===== src/rtl/mul_pkg.sv =====
// mul_pkg: shared widths and helpers for the shared high-half multiplier arbiter
package mul_pkg;
  localparam int MUL_W = 8;
  localparam int MUL_NREQ = 4;
  localparam int MUL_IDW = 3;
  function automatic int clog2(input int v);
    int r;
    r = 0;
    while ((1 << r) < v) r++;
    return r;
  endfunction
endpackage


===== src/rtl/mul_share_arb_rr_arbiter.sv =====
// rr_arbiter: combinational round-robin grant, searching upward from ptr with wrap
module rr_arbiter import mul_pkg::*; #(
  parameter int N = 4,
  parameter int PW = clog2(N)
) (
  input  logic [N-1:0]  req,
  input  logic [PW-1:0] ptr,
  output logic [N-1:0]  gnt,
  output logic [PW-1:0] gnt_id,
  output logic          any
);
  logic [N-1:0] rot;
  logic [PW-1:0] off;
  logic [PW:0] sum;
  // rot[k] is req[(ptr+k) mod N], so the lowest set bit is the winner's offset from ptr
  assign rot = N'({req, req} >> ptr);
  assign any = |req;
  always_comb begin
    off = '0;
    for (int k = N - 1; k >= 0; k--) if (rot[k]) off = PW'(k);
    sum = {1'b0, ptr} + {1'b0, off};
    gnt_id = (sum >= (PW + 1)'(N)) ? PW'(sum - (PW + 1)'(N)) : sum[PW-1:0];
    gnt = any ? (N'(1) << gnt_id) : '0;
  end
endmodule


===== src/rtl/mul_share_arb.sv =====
// mul_share_arb: round-robin share of one W x W high-half multiplier over a 2-stage stallable pipe
module mul_share_arb import mul_pkg::*; #(
  parameter int W = MUL_W,
  parameter int NREQ = MUL_NREQ,
  parameter int IDW = MUL_IDW
) (
  input  logic            clk,
  input  logic            rst,
  input  logic [NREQ-1:0] req_valid,
  output logic [NREQ-1:0] req_ready,
  input  logic [NREQ*W-1:0] req_op1,
  input  logic [NREQ*W-1:0] req_op2,
  output logic            rsp_valid,
  input  logic            rsp_ready,
  output logic [IDW-1:0]  rsp_id,
  output logic [W-1:0]    rsp_data,
  output logic            busy
);
  localparam int PW = clog2(NREQ);
  logic [PW-1:0] rr_ptr, gnt_id;
  logic [NREQ-1:0] gnt;
  logic any, adv1, adv2, s1_valid, s2_valid;
  logic [W-1:0] s1_op1, s1_op2, sel_op1, sel_op2, s2_data, prod_hi;
  logic [IDW-1:0] s1_id, s2_id;
  rr_arbiter #(.N(NREQ), .PW(PW)) u_arb (
    .req(req_valid),
    .ptr(rr_ptr),
    .gnt(gnt),
    .gnt_id(gnt_id),
    .any(any)
  );
  assign adv2 = ~s2_valid | rsp_ready;
  assign adv1 = ~s1_valid | adv2;
  // Ready stays low while in reset so no requester believes a dropped transfer happened
  assign req_ready = (rst & adv1) ? gnt : '0;
  assign prod_hi = W'(({{W{1'b0}}, s1_op1} * {{W{1'b0}}, s1_op2}) >> W);
  assign rsp_valid = s2_valid;
  assign rsp_id = s2_id;
  assign rsp_data = s2_data;
  assign busy = s1_valid | s2_valid;
  always_comb begin
    sel_op1 = '0;
    sel_op2 = '0;
    for (int i = 0; i < NREQ; i++) if (gnt[i]) begin
      sel_op1 = req_op1[i*W +: W];
      sel_op2 = req_op2[i*W +: W];
    end
  end
  always_ff @(posedge clk or negedge rst)
    if (!rst) begin
      s1_valid <= 1'b0;
      s1_op1 <= '0;
      s1_op2 <= '0;
      s1_id <= '0;
      s2_valid <= 1'b0;
      s2_data <= '0;
      s2_id <= '0;
      rr_ptr <= '0;
    end else begin
      if (adv2) begin
        s2_valid <= s1_valid;
        s2_data <= prod_hi;
        s2_id <= s1_id;
      end
      if (adv1) begin
        s1_valid <= any;
        if (any) begin
          s1_op1 <= sel_op1;
          s1_op2 <= sel_op2;
          s1_id <= IDW'(gnt_id);
          rr_ptr <= (gnt_id == PW'(NREQ - 1)) ? '0 : gnt_id + PW'(1);
        end
      end
    end
endmodule

===== config.mk =====
export PLATFORM = sky130hd
export DESIGN_NAME = mul_share_arb
export DESIGN_NICKNAME = d
export VERILOG_FILES = /design/src/rtl/mul_pkg.sv /design/src/rtl/mul_share_arb_rr_arbiter.sv /design/src/rtl/mul_share_arb.sv
export SDC_FILE = /design/constraint.sdc
export NUM_CORES = 1
export LEC_CHECK = 0
export ABC_AREA = 1
export BUFFER_PORTS_ARGS = -buffer_cell sky130_fd_sc_hd__buf_2
export CORE_ASPECT_RATIO = 1.2
export CORE_MARGIN = 1
export CORE_UTILIZATION = 55
export DETAILED_ROUTE_END_ITERATION = 7
export GPL_ROUTABILITY_DRIVEN = 1
export MAX_ROUTING_LAYER = met4
export PLACE_DENSITY = 0.9
export SYNTH_ARGS = -nofsm -noshare
export SYNTH_HDL_FRONTEND = slang
export SYNTH_SLANG_ARGS = --single-unit

===== constraint.sdc =====
create_clock -name clk -period 6.4 [get_ports clk]
set_input_delay 1.6 -clock clk [delete_from_list [all_inputs] [get_ports clk]]
set_output_delay 1.6 -clock clk [all_outputs]
set_load 0.005 [all_outputs]

## After elaboration in Yosys (flattened, before gate mapping)

Index checks and enable logic that the tools add are counted.

| storage, ports and cells | value |
|---|---|
| output and inout port bits | 17 |
| register bits after elaboration | 32 |
| word-level logic and storage cells | 40 |
| input port bits | 71 |

| cells by class | value |
|---|---|
| order comparisons | 1 |
| multiplexer cells | 16 |
| equal/unequal tests | 1 |
| shifts and indexed selects | 2 |
| add/sub/neg operators | 3 |
| bitwise gates (word level) | 6 |
| $mul | 1 |
| reduce and logical (&&, ||, !) cells | 2 |

Operators with widths:

| cell | number |
|---|---|
| 8-bit two-way mux | 8 |
| 8-bit by 8-bit multiplier with 16-bit output | 1 |
| 2-bit two-way mux | 6 |
| 4-bit two-way mux | 2 |
| 8-bit by 2-bit right shift with 4-bit output | 1 |
| 4-bit OR reduction | 1 |
| 1-bit by 2-bit left shift with 4-bit output (first input constant) | 1 |
| 2-bit by 2-bit adder with 3-bit output | 1 |
| 3-bit >= comparator (second input constant) | 1 |
| 1-bit bitwise OR | 3 |
| 2-bit by 1-bit adder with 2-bit output (second input constant) | 1 |
| 2-bit equality test (second input constant) | 1 |
| 1-bit inverter | 2 |
| 2-bit AND reduction | 1 |
| 2-bit by 1-bit subtractor with 2-bit output (second input constant) | 1 |
| 1-bit AND | 1 |

## Longest topological paths before layout

Gate-level depths: netlist (run 1).

| logic depth | value |
|---|---|
| depth after elaboration | 14 |
| depth in mapped cells | 21 |
| gate-level depth less buffers | 20 |

## Modules after synthesis

From an unflattened synthesis (run 1), not the netlist that was laid out.

| unflattened totals | value |
|---|---|
| cells, all modules | 595 |
| area total of the unflattened synthesis | 4145.2 µm² |

By module, submodules not included:

| module | sequential area each (µm²) | area each (µm²) | cells an instance | instances |
|---|---|---|---|---|
| mul_share_arb | 800.8 | 3923.8 | 551 | 1 |
| rr_arbiter | 0.0 | 221.5 | 44 | 1 |

## Worst setup path after synthesis (run 1)

OpenSTA, ideal clock, no wires.

| path | value |
|---|---|
| path kind | input -> output |
| from | input req_valid[1] |
| to | output req_ready[2] |
| data arrival time | 3.180 ns |
| slack | 1.620 ns |
| stages on the path | 15 |
| buffers on the path | 2 |
| required time | 4.800 ns |
| cells stage by stage | nand2_1 nand3_1 nand2_1 nand3_1 a21boi_0 ha_1 inv_1 nand3_1 nand2_1 inv_1 ha_1 buf_2 nand2_1 buf_6 nor2_1 |

| on the way | value |
|---|---|
| longest elaborated chain between the ends | 11 |
| elaborated cells between the ends (all ways) | 13 |
| those cells by class | 2 x add/sub; 1 x order compare; 2 x shift; 7 x mux; 1 x reduce/logical |

Ends and longest elaborated chain:

| what | RTL line | source |
|---|---|---|
| start, declared | mul_share_arb.sv:9 | `input logic [NREQ-1:0] req_valid,` |
| 8-bit by 2-bit right shift with 4-bit output * | mul_share_arb_rr_arbiter.sv:16 | `assign rot = N'({req, req} >> ptr);` |
| 2-bit two-way mux (3 in series) | mul_share_arb_rr_arbiter.sv:20 | `for (int k = N - 1; k >= 0; k--) if (rot[k]) off = PW'(k);` |
| 2-bit two-way mux * | mul_share_arb_rr_arbiter.sv:20 |  |
| 2-bit by 2-bit adder with 3-bit output * | mul_share_arb_rr_arbiter.sv:21 | `sum = {1'b0, ptr} + {1'b0, off};` |
| 3-bit >= comparator or 2-bit by 1-bit subtractor with 2-bit output (tied branches) | mul_share_arb_rr_arbiter.sv:22 | `gnt_id = (sum >= (PW + 1)'(N)) ? PW'(sum - (PW + 1)'(N)) : sum[PW-1:0];` |
| 2-bit two-way mux * | mul_share_arb_rr_arbiter.sv:22 |  |
| net gnt_id[1] | mul_share_arb.sv:20 | `logic [PW-1:0] rr_ptr, gnt_id;` |
| 1-bit by 2-bit left shift with 4-bit output * | mul_share_arb_rr_arbiter.sv:23 | `gnt = any ? (N'(1) << gnt_id) : '0;` |
| 4-bit two-way mux * | mul_share_arb_rr_arbiter.sv:23 |  |
| 4-bit two-way mux * | mul_share_arb.sv:35 | `assign req_ready = (rst & adv1) ? gnt : '0;` |
| end, declared | mul_share_arb.sv:10 | `output logic [NREQ-1:0] req_ready,` |

Mark *: on every way through the listed nets, which the timed path passes. The rest lies on a longest branch.

## Final worst setup path (run 1)

| path | value |
|---|---|
| from | input req_valid[3] |
| to | output req_ready[2] |

The elaborated chain is that of the path after synthesis.

==> run_results.csv, run 1 <==
group,metric,value,unit
clocking,cts_root_buf,"clkbuf_8",
sta,slew_violations,0,
sta,rsz0062_at_grt,"no",
global_route,grt_pass1_vias,4073,
sta,finalHoldWorstSlack,0.480,ns
routing,drtPass1Iterations,5,
logic_synthesis,synth_top_cell_by_area,"nand2_1",
worst_setup_path,cp_data_arrival_time,4.03,ns
sta,worst_pin_slew,0.792,ns
logic_synthesis,synth_area_leaders,"nand2_1 (20%), dfrtp_1 (19%), fa_1 (16%)",
clocking,h-tree-depth,2,
worst_setup_path,slowest_delay,0.50,ns
outcome,status,"finished, final reports clean",
clocking,clkLatencyLatePin,0.29,ns
floorplanning,die_h,98.7,µm
hold_path,min_from,"s1_valid",
hold_path,min_path_cells,2,
sta,finalSetupTns,0,ns
worst_setup_path,worstRegToRegCells,17,
clocking,cts_tree,"done",
clocking,cts_buffer_depth,2,
routing,viasPerCell,5.19,
global_route,grt_overflow,0,
floorplanning,rows,34,
worst_setup_path,r2r_slack,2.22,ns
logic_synthesis,synth_seq_area_share,0.187,
sta,setup_violations,0,
logic_synthesis,synth_ff_type,"dfrtp_1",
global_route,grt_pass1_wl,17200,µm
worst_setup_path,cp-start-kind,"primary input",
logic_synthesis,synthCells,643,
routing,postRouteAntennaNets,0,
placed_design,placed_cell_area,4670,µm²
sta,finClkSkew,0.00968,ns
logic_synthesis,synth-async-reset-ratio,1.00,
placed_design,dp.cells,786,
worst_setup_path,end_kind,"primary output",
floorplanning,die-area,8150,µm²
sta,min_period_over_period,0.880,
worst_setup_path,cp.required,4.80,ns
logic_synthesis,syn_nets,787,
run,cap_violations,0,
clocking,cts_setup_buffers,0,
cells_and_area,n_antenna_cell,0,
clocking,cts_resized,0,
cells_and_area,stdcell_area,4780,µm²
worst_setup_path,crit_path_frequent_cell,"nand2_1",
clocking,cts_sinks,32,
logic_synthesis,yosysWarnings,0,
logic_synthesis,netlist_area,4290,µm²
floorplanning,start_util,0.579,
logic_synthesis,avgSynthCellArea,6.67,µm²
hold_path,whs_endpoint,"rsp_valid",
global_route,antenna_found_initial,0,
floorplanning,coreArea,7400,µm²
logic_synthesis,synth_cell_types,27,
cells_and_area,layout-drive-gt1-share,0.153,
routing,drc,0,
routing,drtIter0Drc,205,
worst_setup_path,critical-path-slowest-cell,"ha_1",
cells_and_area,fin_cells,794,
sta,final_hold_viol_count,0,
placed_design,dp_hpwl,7970,µm
worst_setup_path,cpLargestDelayFamily,"simple AND/OR/NAND/NOR gates",
hold_path,hold_class,"flop to flop",
logic_synthesis,synth_most_common_cell,"nand2_1",
worst_setup_path,crit_start,"req_valid[3]",
routing,wl_per_cell,12.2,µm
floorplanning,die_w,82.6,µm
sta,maxClockFrequency,178,MHz
worst_setup_path,crit_buf_inv,4,
placed_design,portBuffers,86,
routing,vias,4121,
sta,maxSlewHeadroom,0.470,
worst_setup_path,path_cells,"buf_2, nand2_1, nand3_1, nand2_1, a21boi_0, ha_1, inv_1, nand3_1, nand2_1, inv_1, ha_1, nand2_1, nor2_1, buf_2",
worst_setup_path,r2r_end,"rsp_data[5]",
clocking,cts_buffers,5,
cells_and_area,synthToLayoutAreaGrowth,11.4,%
logic_synthesis,synthTopCellsByCount,"nand2_1 (233), inv_1 (110), nand3_1 (75)",
global_route,grt_max_degree,38,
worst_setup_path,cp_max_fo,17,
logic_synthesis,synth_seq_cells,32,
global_route,grt_util_all_layers,0.277,
clocking,ctsHoldBuffers,0,
clocking,cts.clk_slew.worst_paths,0.07,ns
placed_design,gp_congestion,0.855,
cells_and_area,num-nets-final,847,
floorplanning,io_pins,88,
worst_setup_path,worstSetupPathType,"primary input to primary output",
sta,period_needed,5.63,ns
logic_synthesis,synth_edf_count,0,
logic_synthesis,synth.top_cell.area_share,0.204,
routing,wirelength,9720,µm
worst_setup_path,reg2reg_from,"s1_op1[2]",
## area by class of cell
type	instances	area (µm²)
Multi-Input combinational cell	466	2900
Sequential cell	32	801
Timing Repair Buffer	87	438
Clock inverter	3	42.5
Inverter	111	417
Tap cell	90	113
Clock buffer	5	68.8
Fill cell	636	2630
## per-layer routing
metal  vias up  GRT usage  part of all wire
met1      1874      0.318              0.40
met2       164      0.489              0.53
li1       2056          -                 -
met4         0      0.101             0.024
met5         -          -                 0
met3        27     0.0269             0.046
## cells by family after synthesis
family / count (synthesis) / synth area share
and+or+nand+nor: 353 / 0.341
buffers and inverters: 145 / 0.137
adders and majority gates: 73 / 0.274
AOI/OAI and AO/OA: 36 / 0.0534
DFF: 32 / 0.187
xor gates and xnor gates: 3 / 0.00613
other: 1 / 0.000875
## worst max path at each step
stage                         endpoint  slack, ns  cells after the start
after CTS                 req_ready[2]       0.80                     14
after detailed placement  req_ready[2]       0.81                     14
after floorplan           req_ready[2]       1.62                     15
after global routing      req_ready[2]       0.46                     15
after global placement    req_ready[2]       0.93                     15
final                     req_ready[2]       0.77                     14
## worst reg2reg max path, cell delays in order (launching register included)
cell and delay, ns:
dfrtp_1 0.62, nand2_1 0.09, inv_1 0.09, fa_1 0.45, fa_1 0.54, fa_1 0.55
inv_1 0.06, fa_1 0.53, inv_1 0.04, ha_1 0.36, nand2_1 0.13, inv_1 0.05
a21oi_1 0.14, nand2_1 0.11, nand2_1 0.10, nand3_1 0.07, nand3_1 0.08, nand2_1 0.07
## cell usage in the layout (no fill, tap or decap), types with 3 or more instances in the layout
| cell type | n |
|---|---|
| clkbuf_8 | 5 |
| ha_1 | 38 |
| o21ai_0 | 9 |
| fa_1 | 35 |
| xnor2_1 | 3 |
| inv_1 | 110 |
| buf_2 | 86 |
| a21oi_1 | 8 |
| o21ai_1 | 4 |
| nand3_1 | 75 |
| o21ai_2 | 10 |
| nand2_1 | 233 |
| nor2_1 | 37 |
| dfrtp_1 | 32 |
## through the flow
| stage | util | worst slack (ns) |
|---|---|---|
| global route | 0.645 | 0.456 |
| finish | 0.645 | 0.771 |
| detailed placement | 0.630 | 0.813 |
| floorplan | - | 1.62 |
| global placement | 0.630 | 0.929 |
| CTS | 0.645 | 0.801 |
## flip-flops by register name, summed over array words and instances (netlist names)
signal	cells
rsp_data	8
s1_op1	8
s1_op2	8
rr_ptr	2
rsp_id	2
s1_id	2
rsp_valid	1
s1_valid	1
Power of run 1 is left out: the tool's default activity adds up to more than one toggle a clock period on the data nets, which glitch-free logic cannot reach.
==> inputs of run 2 (changes only) <==
- CORE_ASPECT_RATIO: 1.2 -> 1.1
==> run_results.csv, run 2 (synthesized netlist as in run 1, its figures left out) <==
group,metric,value,unit
floorplanning,die_w,86.2,µm
cells_and_area,layout_commonest_cell,"nand2_1",
routing,drtPass1Iterations,7,
run,cap_violations,0,
floorplanning,start_util,0.570,
worst_setup_path,crit_path_frequent_cell,"nand2_1",
floorplanning,die_h,94.6,µm
clocking,cts_root_buf,"clkbuf_8",
sta,min_period_over_period,0.891,
global_route,grt_max_degree,38,
floorplanning,die-area,8150,µm²
clocking,clkLatencyLatePin,0.29,ns
worst_setup_path,cp_max_fo,17,
cells_and_area,synthToLayoutAreaGrowth,11.5,%
floorplanning,coreArea,7510,µm²
placed_design,gp_congestion,0.890,
cells_and_area,num-fill-cells,673,
global_route,grt_util_all_layers,0.279,
cells_and_area,layout-drive-gt1-share,0.152,
sta,rsz0062_at_grt,"no",
routing,wirelength,10200,µm
cells_and_area,final_cell_mix,"nand2_1 (233), inv_1 (110), buf_2 (86)",
worst_setup_path,cp.required,4.80,ns
sta,period_needed,5.70,ns
cells_and_area,stdcell_area,4780,µm²
clocking,ctsHoldBuffers,0,
cells_and_area,seq_area,801,µm²
sta,setup_violations,0,
worst_setup_path,cp_data_arrival_time,4.10,ns
sta,maxSlewHeadroom,0.466,
cells_and_area,final_util,0.636,
clocking,cts_buffers,5,
cells_and_area,n_antenna_cell,0,
sta,finClkSkew,0.00624,ns
global_route,antenna_found_initial,0,
cells_and_area,multi_input_area,2900,µm²
sta,final_hold_viol_count,0,
outcome,status,"finished, final reports clean",
global_route,grt_pass1_vias,4053,
worst_setup_path,slowest_delay,0.51,ns
clocking,cts_tree,"done",
floorplanning,io_pins,88,
sta,maxClockFrequency,175,MHz
worst_setup_path,cp-start-kind,"primary input",
worst_setup_path,worstSetupPathType,"primary input to primary output",
worst_setup_path,end_kind,"primary output",
routing,drtIter0Drc,253,
routing,wl_per_cell,12.7,µm
floorplanning,rows,33,
routing,vias,4185,
sta,finalSetupTns,0,ns
hold_path,hold_class,"flop to flop",
cells_and_area,num-nets-final,847,
clocking,cts.clk_slew.worst_paths,0.06,ns
placed_design,dp_hpwl,8390,µm
sta,worst_pin_slew,0.798,ns
routing,postRouteAntennaNets,0,
routing,viasPerCell,5.18,
global_route,grt_pass1_wl,17600,µm
clocking,cts_buffer_depth,2,
global_route,grt_overflow,0,
clocking,cts_sinks,32,
sta,slew_violations,0,
routing,drc,0,
placed_design,portBuffers,86,
clocking,cts_resized,0,
clocking,h-tree-depth,2,
worst_setup_path,critical-path-slowest-cell,"ha_1",
worst_setup_path,path_cells,"buf_2, nand2_1, nand3_1, nand2_1, nand3_1, a21boi_0, ha_1, inv_1, nand3_1, nand2_1, inv_1, ha_1, nand2_1, nor2_1, buf_2",
clocking,cts_setup_buffers,0,
placed_design,placed_cell_area,4680,µm²
run 2: cell types whose count changed in the layout (fill, tap and decap cells not counted):
cell and delta:
clkinvlp_4 -1, clkinv_2 -1, clkbuf_8 +2, bufinv_16 -1
run 2: layout make-up:
type / count / share of cell area
flip-flops and latches: 32 / 0.167
clock buffers: 7 / 0.0202
well taps: 105 / 0.0275
inverters: 111 / 0.0871
repair buffers: 87 / 0.0916
multi-input cells: 466 / 0.606
run 2: final timing paths:
check | startpoint | endpoint | slack, ns | depth (start not counted)
min | rsp_data[4] | rsp_data[4] | 0.48 | 2
max reg2reg | s1_op2[5] | rsp_data[7] | 2.26 | 17
max | req_valid[1] | req_ready[2] | 0.70 | 15
min reg2reg | rsp_data[4] | rsp_data[4] | 0.48 | 2
max in group asynchronous | rst | s1_op1[5] | 4.54 | 1
min in group asynchronous | rst | rsp_valid | 1.37 | 1
run 2: routing by layer:
layer | global-route usage | part of all wire | vias up
li1 | - | - | 2065
met1 | 0.329 | 0.41 | 1933
met2 | 0.486 | 0.51 | 153
met3 | 0.0236 | 0.041 | 34
met4 | 0.122 | 0.037 | 0
met5 | - | 0 | -
run 2: worst max-delay path, delay by kind of cell:
kind / cells / cell delay, ns
AO/OA/AOI/OAI: 1 / 0.18
adder cells (fa/ha/maj): 2 / 0.70
buffers and inverters: 4 / 0.40
AND/OR/NAND/NOR: 8 / 1.22
run 2: per-stage QoR:
stage / worst slack [ns] / hold WS (ns) / instances
6_report: 0.696 / 0.479 / 808
5_1_grt: 0.478 / 0.512 / 808
4_1_cts: 0.744 / 0.478 / 808
3_5_place_dp: 0.755 / 0.461 / 801
3_3_place_gp: 0.928 / 0.462 / 801
2_1_floorplan: 1.62 / 0.442 / 643
Power of run 2 is left out for the same reason.
